--- src/rtl/dp_pkg.sv ---
// Shared types and defaults for the multiplexed display scanner.
package dp_pkg;

  typedef enum logic {
    DP_GAP  = 1'b0,
    DP_SHOW = 1'b1
  } dp_state_e;

  localparam int DP_SHOW_CYC_DEF = 50000;
  localparam int DP_GAP_CYC_DEF  = 500;

  // Counter width covering both phases; never narrower than one bit.
  function automatic int dp_cnt_w(input int a, input int b);
    int m;
    m = (a > b) ? a : b;
    return (m > 1) ? $clog2(m) : 1;
  endfunction

endpackage

--- src/rtl/dp_lz_mask.sv ---
// Leading-zero mask: bit i set when digit i and every digit above it are zero.
// Purely combinational; digit 0 is never masked.
module dp_lz_mask
  import dp_pkg::*;
#(
  parameter int DIGITS = 4
) (
  input  logic [4*DIGITS-1:0] shadow,
  input  logic                lz_en,
  output logic [DIGITS-1:0]   mask
);

  logic all_zero;

  always_comb begin
    mask     = '0;
    all_zero = 1'b1;
    for (int i = DIGITS - 1; i >= 1; i--) begin
      all_zero = all_zero & (shadow[4*i +: 4] == 4'h0);
      mask[i]  = lz_en & all_zero;
    end
  end

endmodule

--- src/rtl/dp_scan.sv ---
// Multiplexed 7-segment scanner: shadow-latched value, SHOW/GAP time slicing.
// Outputs are registered and change only on phase transitions; no backpressure.
module dp_scan
  import dp_pkg::*;
#(
  parameter int DIGITS         = 4,
  parameter int SHOW_CYC       = DP_SHOW_CYC_DEF,
  parameter int GAP_CYC        = DP_GAP_CYC_DEF,
  parameter bit SEL_ACTIVE_LOW = 1'b1
) (
  input  logic                clk,
  input  logic                rst,
  input  logic [4*DIGITS-1:0] value,
  input  logic                load,
  input  logic                lz_en,
  output logic [3:0]          num,
  output logic [DIGITS-1:0]   sel,
  output logic                blank,
  output logic                frame_tick
);

  localparam int CNT_W = dp_cnt_w(SHOW_CYC, GAP_CYC);
  localparam int IDX_W = $clog2(DIGITS);
  localparam logic [DIGITS-1:0] SEL_OFF = {DIGITS{SEL_ACTIVE_LOW}};

  dp_state_e           state_q, state_d;
  logic [CNT_W-1:0]    cnt_q, cnt_d;
  logic [IDX_W-1:0]    idx_q, idx_d;
  logic [4*DIGITS-1:0] shadow_q, shadow_d;
  logic [3:0]          num_q, num_d;
  logic [DIGITS-1:0]   sel_q, sel_d;
  logic                blank_q, blank_d;
  logic [DIGITS-1:0]   lz_mask;
  logic [DIGITS-1:0]   sel_on;

  dp_lz_mask #(
    .DIGITS (DIGITS)
  ) u_lz_mask (
    .shadow (shadow_q),
    .lz_en  (lz_en),
    .mask   (lz_mask)
  );

  always_comb begin
    state_d  = state_q;
    cnt_d    = cnt_q;
    idx_d    = idx_q;
    num_d    = num_q;
    sel_d    = sel_q;
    blank_d  = blank_q;
    shadow_d = load ? value : shadow_q;
    sel_on   = DIGITS'(1) << idx_q;

    case (state_q)
      DP_GAP: begin
        if (cnt_q == CNT_W'(GAP_CYC - 1)) begin
          state_d = DP_SHOW;
          cnt_d   = '0;
          // Digit content and suppression are frozen here for the whole slot.
          if (lz_mask[idx_q]) begin
            sel_d   = SEL_OFF;
            blank_d = 1'b1;
          end else begin
            sel_d   = SEL_ACTIVE_LOW ? ~sel_on : sel_on;
            num_d   = shadow_q[4*idx_q +: 4];
            blank_d = 1'b0;
          end
        end else begin
          cnt_d = cnt_q + CNT_W'(1);
        end
      end
      DP_SHOW: begin
        if (cnt_q == CNT_W'(SHOW_CYC - 1)) begin
          state_d = DP_GAP;
          cnt_d   = '0;
          idx_d   = (idx_q == IDX_W'(DIGITS - 1)) ? '0 : idx_q + IDX_W'(1);
          sel_d   = SEL_OFF;
          blank_d = 1'b1;
        end else begin
          cnt_d = cnt_q + CNT_W'(1);
        end
      end
      default: begin
        state_d = DP_GAP;
        cnt_d   = '0;
      end
    endcase
  end

  always_ff @(posedge clk) begin
    if (rst) begin
      state_q  <= DP_GAP;
      cnt_q    <= '0;
      idx_q    <= '0;
      shadow_q <= '0;
      num_q    <= 4'h0;
      sel_q    <= SEL_OFF;
      blank_q  <= 1'b1;
    end else begin
      state_q  <= state_d;
      cnt_q    <= cnt_d;
      idx_q    <= idx_d;
      shadow_q <= shadow_d;
      num_q    <= num_d;
      sel_q    <= sel_d;
      blank_q  <= blank_d;
    end
  end

  assign num        = num_q;
  assign sel        = sel_q;
  assign blank      = blank_q;
  assign frame_tick = (state_q == DP_SHOW) &&
                      (idx_q == IDX_W'(DIGITS - 1)) &&
                      (cnt_q == CNT_W'(SHOW_CYC - 1));

endmodule
--- config.mk ---
export PLATFORM = sky130hd
export DESIGN_NAME = dp_scan
export DESIGN_NICKNAME = d
export VERILOG_FILES = /design/src/rtl/dp_pkg.sv /design/src/rtl/dp_lz_mask.sv /design/src/rtl/dp_scan.sv
export SDC_FILE = /design/constraint.sdc
export NUM_CORES = 1
export LEC_CHECK = 0
export CORE_UTILIZATION = 50
export DETAILED_ROUTE_END_ITERATION = 8
export PLACE_DENSITY = 0.74
export SLEW_MARGIN = 20
export SYNTH_ARGS = -nofsm -noshare
export SYNTH_HDL_FRONTEND = slang
export SYNTH_SLANG_ARGS = --single-unit
--- constraint.sdc ---
create_clock -name clk -period 3.45 [get_ports clk]
set_clock_uncertainty 0.05 [all_clocks]
set_input_delay 0.5175 -clock clk [delete_from_list [all_inputs] [get_ports clk]]
set_output_delay 0.5175 -clock clk [all_outputs]
set_load 0.02 [all_outputs]
==> implementation parameters <==
Parameter                              Value

Status
  Status    complete, no violations

Placed design
  Cells after DPL    281
  Placement-stage cell area    2380 um2
  Pre-CTS setup slack    0.849 ns
  Post-DP HPWL    2.85 mm
  Total of buffers placed on input and output ports    29
  Global placement routability congestion    0.826

Routing
  Vias    1559
  Post-detailed-route count of antenna-violating nets    0
  Highest metal layer with signal wires    met4
  Detailed-route wire length on metal 1    1.99 mm
  Post-detailed-route via-to-cell ratio    5.45
  Routed Wire Length    3.91 mm
  DR iter-0 viols    76
  Wire length on met3    142 um
  Detailed-route wire length per cell    13.7 um
  Router iterations before antenna repair    4
  DR WL met2    1.72 mm
  DR DRC count    0

CTS
  Hold-fix buffer count after cts    0
  TritonCTS Buffers    5
  Post-CTS Setup Inserts    0
  Max clock buf depth    2
  TritonCTS clock tree    yes
  Clock slew at reported path FFs    0.07 ns
  Count of instances resized after the clock tree is built    0
  H-Tree Depth    2
  Buffer cell driving the clock tree root    clkbuf_8
  Clock sinks    44
  Clock latency on the worst-skew pair    0.29 ns

Timing
  Worst slew slack as a fraction of its limit    0.368
  Highest Clock Rate    0.339 GHz
  Final-report max-slew violation count    0
  Hold_ws    0.399 ns
  Post-route fraction of the period consumed by the critical path    0.856
  Summed negative setup slack over all endpoints    0 ns
  Transition time at the pin with the least slew margin    0.945 ns
  Clock period minus worst slack    2.95 ns
  Total setup violations reported at the end of the flow    0
  Final Hold Viols    0
  Post-route setup slack    0.498 ns
  Setup repair after global routing missed its margin    false

Layout
  Utilization of the core after routing    0.644
  Number of standard cells in the final layout excluding fillers    286
  Finished layout cell area    2450 um2
  NumNets Final    265
  Share of cells above drive strength 1    0.0840
  Area Overhead vs Synth    18.9%
  Ant. Diodes    0

Global routing
  Largest net degree at the start of global routing    35
  Wire length of the first global-routing pass    6.73 mm
  Number of antenna violations at the first check in global routing    0
  Overflow after GRT    0
  Total global routing track utilization    0.208
  Vias in the first global route    1421

Min path
  Classification of the worst-slack hold path    reg -> reg

Floorplan
  I/O pin cnt    30
  Initial Utilization    0.542
  Vertical die dimension    66.2 um
  Die Span X    66.2 um
  Core Region    3800 um2
  Std-Cell Rows    22
  Area enclosed by the die boundary    4380 um2

Pwr
  Sw frac    0.222
  Fraction of power consumed by the clock network    0.323
  Static Leak    0.923 nW
  Overall power    0.893 mW
  Power share of the combinational group    0.080
  NetSw    0.198 mW
  Power density relative to cell area    365 nW/um2
  Internal    0.695 mW
  Peak supply drop    0.269 mV
  Seq pwr share    0.597

Logic synthesis
  Cell count after synthesis    212
  Synthesis warning total    0
  Most frequent cells after synthesis    dfxtp_1 (44), nor2_1 (31), mux2i_1 (21), nand3_1 (9)
  Number of enable flip-flop cells after synthesis    0
  Syn avg cell area    9.71 um2
  Synth Register Bits    44
  Library cell with the highest instance count after synthesis    dfxtp_1
  Library cell occupying the most area in the post-synthesis netlist    dfxtp_1
  Biggest area contributors in the synthesized netlist    dfxtp_1 (43%), mux2i_1 (10%), nor2_1 (5.7%)
  Cell area after synthesis    2060 um2
  Fraction of synthesized cell area taken by the top area cell type    0.428
  Number of distinct standard cells referenced by the synthesized netlist    42
  Net count after synthesis    237
  Part of the Yosys area used for sequential elements    0.428
  Predominant post-synthesis flop cell    dfxtp_1
  Async set-reset flop share out of synthesis    0

Worst setup path
  Kind of critical path    reg -> out
  Worst endpoint required time    2.88 ns
  Crit end category    primary output
  Reg-to-reg slack, setup    1.27 ns
  Highest net fanout along the worst path    5
  Signal arrival time at the worst endpoint    2.38 ns
  Setup crit start kind    flip-flop

Run
  Number of max-cap violations    0
-- per-layer routing --
layer | GRT usage | vias to the layer above
met1 | 0.279 | 713
met2 | 0.309 | 33
met5 | 0 | -
met3 | 0.0621 | 5
met4 | 0.0878 | 0
li1 | - | 808
-- power groups by stage --
stage	clock network, mW	registers (mW)	logic, mW
2_1_floorplan	0	0.540	0.0433
3_3_place_gp	0	0.544	0.0716
3_5_place_dp	0	0.545	0.0723
4_1_cts	0.297	0.533	0.0726
5_1_grt	0.326	0.535	0.0782
6_report	0.288	0.533	0.0717
-- worst paths after layout --
kind	startpoint	endpoint	cells past startpoint
max	cnt_q[12]	frame_tick	4
min	cnt_q[0]	cnt_q[0]	1
max reg2reg	cnt_q[0]	cnt_q[8]	5
min reg2reg	cnt_q[0]	cnt_q[0]	1
-- cells by family (layout without fill, tap and decap cells) --
| logic type | Yosys count | after routing | share of synthesized area |
|---|---|---|---|
| flip-flops | 44 | 44 | 0.428 |
| adder cells (fa/ha/maj) | 5 | 5 | 0.0304 |
| XOR/XNOR | 11 | 11 | 0.0468 |
| buffers and inverters | 13 | 39 | 0.0255 |
| multiplexers | 25 | 25 | 0.146 |
| AND/OR/NAND/NOR | 87 | 87 | 0.237 |
| AO/OA/AOI/OAI | 27 | 27 | 0.0863 |
-- registers in the layout, indices dropped and copies added, names as in the netlist --
register  cells
shadow_q     16
state_q       1
cnt_q        16
idx_q         2
sel           4
num           4
blank         1
-- final cells by class --
class / instances / area [um2]
Tap cell: 48 / 60.1
Timing Repair Buffer: 30 / 298
Clock buffer: 5 / 68.8
Fill cell: 341 / 1350
Inverter: 4 / 15.0
Sequential cell: 44 / 881
Multi-Input combinational cell: 155 / 1120
-- placed cells by master (no fill, tap or decap), types with 2 or more instances in the layout --
cell             netlist  final
nor4_1                 5      5
a31oi_1                3      3
clkbuf_8               0      5
and3_1                 4      4
clkdlybuf4s50_1        0     29
nor3_1                 3      3
nor2_1                31     31
o21ai_0                3      3
nand4_1                3      3
or2_2                  3      3
or4b_1                 2      2
or3_1                  2      2
xor2_1                 6      6
dfxtp_1               44     44
nand3_1                9      9
o21a_1                 2      2
mux4_2                 4      4
nand2_1                5      5
ha_1                   5      5
o31ai_1                2      2
a211oi_1               3      3
mux2i_1               21     21
or4_1                  3      3
nand2b_1               8      8
a21oi_1                8      8
xnor2_1                5      5
inv_1                  4      4
-- critical path, stage by stage (launching register included) --
cell             delay [ns]
dfxtp_1                0.33
or4_4                  0.59
nor3_1                 0.35
and3_1                 0.22
clkdlybuf4s50_1        0.60
Note: power is estimated with default switching activity, not from simulation.
